`config.mk`:
```
export PLATFORM = sky130hd
export DESIGN_NAME = coeff_update_sequencer
export DESIGN_NICKNAME = d
export VERILOG_FILES = /design/src/rtl/coeff_update_sequencer.sv
export SDC_FILE = /design/constraint.sdc
export NUM_CORES = 1
export LEC_CHECK = 0
export CORE_MARGIN = 10
export CORE_UTILIZATION = 63
export CTS_CLUSTER_DIAMETER = 80
export DETAILED_ROUTE_END_ITERATION = 8
export PLACE_DENSITY = 0.86
export SYNTH_ARGS = -nofsm -noshare
export SYNTH_HDL_FRONTEND = slang
export SYNTH_SLANG_ARGS = --single-unit
```
`constraint.sdc`:
```
create_clock -name sys_clk -period 12.7 [get_ports sys_clk]
set_input_delay 3.81 -clock sys_clk [delete_from_list [all_inputs] [get_ports sys_clk]]
set_output_delay 3.81 -clock sys_clk [all_outputs]
set_load 0.05 [all_outputs]
```
`src/rtl/coeff_update_sequencer.sv`:
```
// Turns CPU PIO commit edges into FIFO-buffered, FIR-idle-gated coefficient write pulses,
// and commits per-axis bank swaps at sample boundaries. Optional macro: COEFF_UPDATE_COUNT_EN.
module coeff_update_sequencer #(
  parameter int FIFO_DEPTH = 8,
  parameter int COEFF_W    = 16,
  parameter int LVL_W      = $clog2(FIFO_DEPTH) + 1
) (
  input  logic               sys_clk,
  input  logic               reset,
  input  logic [9:0]         cpu_update_ctrl,
  input  logic [COEFF_W-1:0] cpu_update_value,
  input  logic [1:0]         x_bank_req,
  input  logic [1:0]         y_bank_req,
  input  logic [1:0]         z_bank_req,
  input  logic               err_clear,
  input  logic               sample_strobe,
  input  logic               fir_busy,
  output logic               update_en,
  output logic [1:0]         update_axis,
  output logic [1:0]         update_bank,
  output logic [4:0]         update_index,
  output logic [COEFF_W-1:0] update_value,
  output logic [1:0]         x_bank,
  output logic [1:0]         y_bank,
  output logic [1:0]         z_bank,
  output logic [LVL_W-1:0]   fifo_level,
  output logic [2:0]         swap_pending,
  output logic               overflow_err,
  output logic               conflict_err,
  output logic [15:0]        issued_count
);

  localparam int PTR_W = $clog2(FIFO_DEPTH);
  localparam int ENT_W = 9 + COEFF_W;

  typedef enum logic {S_IDLE, S_PENDING} swap_state_t;

  logic [ENT_W-1:0]      mem [FIFO_DEPTH];
  logic [PTR_W-1:0]      rd_ptr, wr_ptr;
  logic                  commit_prev;
  logic [2:0][1:0]       bank_q, req_q, req_in;
  swap_state_t           st [3];
  logic [FIFO_DEPTH-1:0] occ;
  logic [2:0]            hit;

  logic       capture, full, empty, pop, push;
  logic       axis_bad, bank_bad, ovf;
  logic [1:0] cap_axis, cap_bank;

  function automatic logic [1:0] axis_bank(input logic [1:0] ax, input logic [2:0][1:0] b);
    case (ax)
      2'd0:    axis_bank = b[0];
      2'd1:    axis_bank = b[1];
      default: axis_bank = b[2];
    endcase
  endfunction

  assign req_in   = {z_bank_req, y_bank_req, x_bank_req};
  assign cap_axis = cpu_update_ctrl[8:7];
  assign cap_bank = cpu_update_ctrl[6:5];
  assign capture  = cpu_update_ctrl[9] & ~commit_prev;
  assign full     = (fifo_level == LVL_W'(FIFO_DEPTH));
  assign empty    = (fifo_level == '0);
  assign pop      = ~empty & ~fir_busy & ~sample_strobe;

  // Filter order: illegal axis, then active-bank write, then FIFO full.
  assign axis_bad = capture & (cap_axis == 2'd3);
  assign bank_bad = capture & ~axis_bad & (cap_bank == axis_bank(cap_axis, bank_q));
  assign ovf      = capture & ~axis_bad & ~bank_bad & full & ~pop;
  assign push     = capture & ~axis_bad & ~bank_bad & ~ovf;

  assign x_bank = bank_q[0];
  assign y_bank = bank_q[1];
  assign z_bank = bank_q[2];

  always_comb begin
    logic [PTR_W-1:0] off;
    off = '0;
    for (int i = 0; i < FIFO_DEPTH; i++) begin
      off    = PTR_W'(i) - rd_ptr;
      occ[i] = (LVL_W'(off) < fifo_level);
    end
  end

  // A swap is blocked while any queued or same-edge write targets the requested bank.
  always_comb begin
    for (int a = 0; a < 3; a++) begin
      hit[a] = push && (cap_axis == 2'(a)) && (cap_bank == req_q[a]);
      for (int i = 0; i < FIFO_DEPTH; i++) begin
        if (occ[i] && (mem[i][ENT_W-1 -: 2] == 2'(a)) && (mem[i][ENT_W-3 -: 2] == req_q[a]))
          hit[a] = 1'b1;
      end
    end
  end

  always_comb begin
    for (int a = 0; a < 3; a++) swap_pending[a] = (st[a] == S_PENDING);
  end

  always_ff @(posedge sys_clk) begin
    if (push) mem[wr_ptr] <= {cpu_update_ctrl[8:0], cpu_update_value};
  end

  // p0: capture/push, p1: registered write pulse
  always_ff @(posedge sys_clk) begin
    if (reset) begin
      commit_prev  <= 1'b1;
      rd_ptr       <= '0;
      wr_ptr       <= '0;
      fifo_level   <= '0;
      update_en    <= 1'b0;
      update_axis  <= '0;
      update_bank  <= '0;
      update_index <= '0;
      update_value <= '0;
      overflow_err <= 1'b0;
      conflict_err <= 1'b0;
    end else begin
      commit_prev <= cpu_update_ctrl[9];
      update_en   <= pop;
      if (pop) begin
        {update_axis, update_bank, update_index, update_value} <= mem[rd_ptr];
        rd_ptr <= rd_ptr + 1'b1;
      end
      if (push) wr_ptr <= wr_ptr + 1'b1;
      case ({push, pop})
        2'b10:   fifo_level <= fifo_level + 1'b1;
        2'b01:   fifo_level <= fifo_level - 1'b1;
        default: fifo_level <= fifo_level;
      endcase
      if (ovf)            overflow_err <= 1'b1;
      else if (err_clear) overflow_err <= 1'b0;
      if (axis_bad || bank_bad) conflict_err <= 1'b1;
      else if (err_clear)       conflict_err <= 1'b0;
    end
  end

  always_ff @(posedge sys_clk) begin
    if (reset) begin
      bank_q <= '0;
      req_q  <= '0;
      for (int a = 0; a < 3; a++) st[a] <= S_IDLE;
    end else begin
      for (int a = 0; a < 3; a++) begin
        if (req_in[a] != req_q[a]) begin
          req_q[a] <= req_in[a];
          st[a]    <= (req_in[a] == bank_q[a]) ? S_IDLE : S_PENDING;
        end else if (st[a] == S_PENDING && sample_strobe && !hit[a]) begin
          bank_q[a] <= req_q[a];
          st[a]     <= S_IDLE;
        end
      end
    end
  end

`ifdef COEFF_UPDATE_COUNT_EN
  logic [15:0] cnt;
  always_ff @(posedge sys_clk) begin
    if (reset)          cnt <= '0;
    else if (update_en) cnt <= cnt + 16'd1;
  end
  assign issued_count = cnt;
`else
  assign issued_count = '0;
`endif

endmodule

```
Word level (Yosys, flattened, before mapping)
Memory sizes are Yosys's and may differ from the RTL's. A register that Yosys moved wholly into a read port is not among the register bits.
Index checks and enable logic that the tools add are counted.
{"block": "totals", "regBits": 26, "ram_bits": 203, "out_inout_bits": 57, "elab_cells": 261, "memories": 2}
{"memory": "mem", "depth": 8, "width": 25, "rd": 9, "rd_ports_with_merged_regs": 1, "wr": 1, "line": "38", "rtl": "logic [ENT_W-1:0] mem [FIFO_DEPTH];"}
{"memory": "st", "depth": 3, "width": 1, "rd": 3, "rd_ports_with_merged_regs": 0, "wr": 3, "line": "42", "rtl": "swap_state_t st [3];"}
{"block": "classes", "add_sub_neg": 12, "order_cmp": 8, "eq_ne": 56, "mux": 63, "n_bitwise": 27, "n_reduce_logical": 80}
{"cell": "$eq 2x2->1", "n": 31}
{"cell": "$mux 1", "n": 61}
{"cell": "$logic_and 1x1->1", "n": 60}
{"cell": "$lt 3x4->1", "n": 8}
{"cell": "$eq 2x2->1 const B", "n": 11}
{"cell": "$eq 2x1->1 const B", "n": 10}
{"cell": "$logic_not 2->1", "n": 9}
{"cell": "$sub 3x3->3 const A", "n": 4}
{"cell": "$not 1->1", "n": 11}
{"cell": "$and 1x1->1", "n": 10}
{"cell": "$pmux 4 s2", "n": 1}
{"cell": "$add 3x1->3 const B", "n": 2}
{"cell": "$ne 2x2->1", "n": 3}
{"cell": "$or 1x1->1", "n": 6}
{"cell": "$reduce_and 2->1", "n": 3}
{"cell": "$reduce_bool 2->1", "n": 3}
{"cell": "$sub 1x3->3 const A", "n": 2}
{"cell": "$sub 2x3->3 const A", "n": 2}
{"cell": "$add 4x1->4 const B", "n": 1}
{"cell": "$eq 4x4->1 const B", "n": 1}
{"cell": "$logic_not 4->1", "n": 1}
{"cell": "$pmux 2 s2", "n": 1}
{"cell": "$sub 4x1->4 const B", "n": 1}
{"cell": "$logic_not 1->1", "n": 3}
{"cell": "$logic_or 1x1->1", "n": 1}

Longest topological paths before layout
{"block": "depth", "ltp_word": 29, "mapped_depth": 15}

Worst setup path before layout
No wires, ideal clock.
{"block": "synth_timing", "path_kind": "input to register", "start": "in cpu_update_ctrl[7]", "end": "mem mem[4][0] (netlist bit) (enable)", "arrival_time_ps": 7587, "setup_slack_ps": 4634, "path_stages": 6, "n_path_buf": 1, "path_cell_list": "buf_4 mux2i_1 a211o_1 a41oi_4 nand3_4 nor4b_1"}
{"block": "synth_via", "elab_chain_cells": 13, "elab_cells_between_ends": 17}
{"item": "start, declared", "line": "10", "rtl": "input logic [9:0] cpu_update_ctrl,"}
{"item": "parallel branches: the longest is 6 deep, another holds $eq 2x1->1"}
{"item": "$and 1x1->1 (*)", "line": "69, 70"}
{"item": "$and 1x1->1 (2 in a row)", "line": "69", "rtl": "assign ovf = capture & ~axis_bad & ~bank_bad & full & ~pop;"}
{"item": "$not 1->1", "line": "70", "rtl": "assign push = capture & ~axis_bad & ~bank_bad & ~ovf;"}
{"item": "$and 1x1->1 (*)", "line": "70"}
{"item": "$mux 1 (*)", "line": "101", "rtl": "if (push) mem[wr_ptr] <= {cpu_update_ctrl[8:0], cpu_update_value};"}
{"item": "$mux 1 (implied by the code) (*)", "line": "101"}
{"item": "end, declared", "line": "38"}
Every way passes the cells marked *.

Worst setup path in the final report
{"block": "layout_timing", "start": "in cpu_update_ctrl[8]", "end": "mem mem[5][6] (netlist bit) (enable)"}
The elaborated chain is that of the path after synthesis.

==> impl_metrics.py <==
metrics = {
    "run_status": {
        "status": "completed",
    },
    "global_route": {
        "grt_antenna_before_repair": 0,
        "grt_overflow": 0,
        "grt_max_degree": 58,
        "first_global_vias": 7258,
        "met3_usage": 0.0446,
        "grt_use_total": 0.223,
        "use_met2": 0.383,
        "grt_pass1_wl_mm": 42.0,
        "busiest_layer": "met2",
        "grtUsageMet1": 0.279,
    },
    "timing": {
        "slew_viol_final": 0,
        "hold_viol_final": 0,
        "min_period_ns": 7.05,
        "fmax_mhz": 142,
        "fin_crit_sh": 0.555,
        "rsz0062_at_grt": "false",
        "maxSlewHeadroom": 0.267,
        "finClkSkew_ns": 0.0177,
        "tns_ns": 0,
        "tightest_slew_ns": 1.07,
        "finalSetupViolCount": 0,
    },
    "pwr": {
        "powerDensity_mw_per_mm2": 139,
        "p_leak_nw": 4.26,
        "ir_drop_mv": 0.150,
    },
    "min_path": {
        "hold_path_class": "reg -> reg",
        "whs_path_depth": 2,
        "min_from": "update_bank[0]",
        "min_to": "update_bank[0]",
    },
    "synthesis": {
        "yosysTopAreaCellShare": 0.534,
        "ys.flop_type": "edfxtp_1",
        "syn_inst": 779,
        "yosysSeqAreaShare": 0.625,
        "synth_area_mm2": 0.0114,
        "ys_ff_latch": 254,
        "synth-async-reset-ratio": 0,
        "synth_top_cells_by_area": "edfxtp_1 (53%), mux4_2 (9.9%), dfxtp_1 (9.2%)",
        "synth_cell_types": 61,
        "synth_top_area_cell": "edfxtp_1",
        "postSynthAreaPerCell_um2": 14.6,
        "synth_edf_count": 202,
        "synth_warnings": 0,
    },
    "layout": {
        "fin_nets": 907,
        "multi_input_area_mm2": 0.00395,
        "antenna_cells": 0,
        "final_cell_mix": "edfxtp_1 (202), clkdlybuf4s50_1 (76), nand2_1 (75), mux4_2 (50), dfxtp_1 (50)",
        "final_cell_area_mm2": 0.0132,
        "syn_to_final_growth_pct": 15.7,
        "regArea_mm2": 0.00711,
        "fin_util": 0.737,
        "layout_commonest_cell": "edfxtp_1",
        "layout-drive-gt1-share": 0.151,
        "nFillCells": 1050,
    },
    "run": {
        "cap_violations": 0,
    },
    "setup_path": {
        "path_max_fanout": 17,
        "timing.rr.start": "rd_ptr[1]",
        "crit_arrival_ns": 7.26,
        "r2r_setup_slack_ns": 8.80,
        "worst_setup_path_end_kind": "flip-flop",
        "required_ns": 12.91,
        "r2r-end": "st[1]",
        "rr_worst_depth": 12,
        "start_kind": "primary input",
        "critPathKind": "in -> reg",
    },
    "die": {
        "die_x_um": 154,
        "core_mm2": 0.0178,
        "dieArea_mm2": 0.0238,
        "initial_utilization": 0.637,
        "io_pins": 94,
        "fp.dieH_um": 154,
        "num_rows": 49,
    },
    "clock_tree": {
        "root_buffer": "clkbuf_16",
        "cts_tree": "yes",
        "cts.sink_count": 254,
        "path_clk_slew_ns": 0.06,
        "h-tree-depth": 1,
        "postCtsResizedCells": 0,
        "hold_buffers": 0,
        "postCtsSetupBuffers": 0,
        "clk_path_buf_depth": 3,
        "cts_made_buffers": 26,
        "insertion_delay_ns": 0.54,
    },
    "place": {
        "routabilityCongestion": 0.947,
        "place_area_mm2": 0.0123,
        "numPortBuffers": 77,
        "dpl.hpwl_mm": 17.7,
    },
    "routing": {
        "ant_nets": 0,
        "viasPerCell": 6.34,
        "routed_wl_mm": 27.4,
        "first_iter_violations": 578,
        "drc": 0,
        "vias": 6980,
        "wire_per_inst_um": 24.9,
        "drt_first_pass_iters": 5,
    },
}
[cell families after synthesis]
logic type | after synthesis | share of synthesized area
xor+xnor | 76 | 0.0585
simple gates | 206 | 0.0888
mux | 61 | 0.110
flops | 254 | 0.625
compound gates | 84 | 0.0600
fa+ha+maj | 18 | 0.0205
other cells | 1 | 0.000330
buf+inv | 79 | 0.0370
[layer usage]
layer | vias to the layer above | part of all wire
met5 | - | 0
met4 | 0 | 0.028
met3 | 57 | 0.082
met2 | 368 | 0.51
met1 | 3479 | 0.38
li1 | 3076 | -
[critical path, cell delays in order]
cell and delay (ns):
clkdlybuf4s50_1 0.86, inv_1 0.19, a211o_1 0.34, a41oi_4 0.32, and2_2 0.28, nand3_1 0.27, nor3b_2 0.78, buf_4 0.40
[synthesized netlist by cell type, types with 3 or more instances]
master     instances
xor2_1            41
nor4b_1            7
a21o_1             3
edfxtp_1         202
xnor2_1           35
ha_1              17
dfxtp_1           52
a2111oi_0          3
o2111a_1           3
buf_4             27
nand2_1           75
o21ai_0           10
mux4_2            50
o21ba_2            3
o2111ai_1          3
nor3_1            16
nor2_1            46
inv_1             17
nand4_1            8
nor2b_1           10
a211o_1            3
nand4b_1           3
a311oi_1          26
or2_2              5
a21oi_1           11
buf_2             11
o211ai_1           3
nor4_1             6
clkbuf_1          19
or3_1              5
o22ai_1            3
and3_1             3
mux2i_1           10
nand3_1            8
[through the flow]
| stage | hold slack (ns) | setup slack [ns] | instances | power, mW |
|---|---|---|---|---|
| 6_report | 0.498 | 5.65 | 1101 | 1.83 |
| 5_1_grt | 0.524 | 5.39 | 1101 | 1.88 |
| 4_1_cts | 0.502 | 5.67 | 1101 | 1.84 |
| 3_5_place_dp | 0.493 | 5.10 | 1053 | 1.08 |
| 3_3_place_gp | 0.485 | 5.20 | 1053 | 1.07 |
| 2_1_floorplan | 0.524 | 4.63 | 794 | 1.03 |
[worst max-delay path by stage]
stage,slack (ns),cells after the start,from,end
after global routing,5.39,8,cpu_update_ctrl[8],mem[5][4]
after detailed placement,5.10,8,cpu_update_ctrl[7],mem[5][4]
after floorplan,4.63,6,cpu_update_ctrl[7],mem[4][0]
after global placement,5.20,8,cpu_update_ctrl[7],mem[5][0]
after CTS,5.67,8,cpu_update_ctrl[8],mem[5][0]
final,5.65,8,cpu_update_ctrl[8],mem[5][6]
[state kept, by name, summed over array words and instances, names as in the netlist, 3 cells and up]
| register | count |
|---|---|
| fifo_level | 4 |
| mem | 200 |
| rd_ptr | 3 |
| req_q | 6 |
| st | 3 |
| update_index | 5 |
| update_value | 16 |
| wr_ptr | 3 |
[power by group]
part | leakage (nW) | internal, mW | switching [mW]
Clock | 0.417 | 0.460 | 0.311
Sequential | 2.25 | 0.908 | 0.0143
Combinational | 1.60 | 0.0492 | 0.0912
Total | 4.26 | 1.42 | 0.416
[cell type report]
class / count / area share
multi-input cells: 461 / 0.300
flip-flops and latches: 254 / 0.541
well taps: 229 / 0.0218
clock inverters: 15 / 0.0146
clock buffers: 33 / 0.0515
inverters: 18 / 0.00514
repair buffers: 91 / 0.0662
Note: power is estimated with default switching activity, not from simulation.
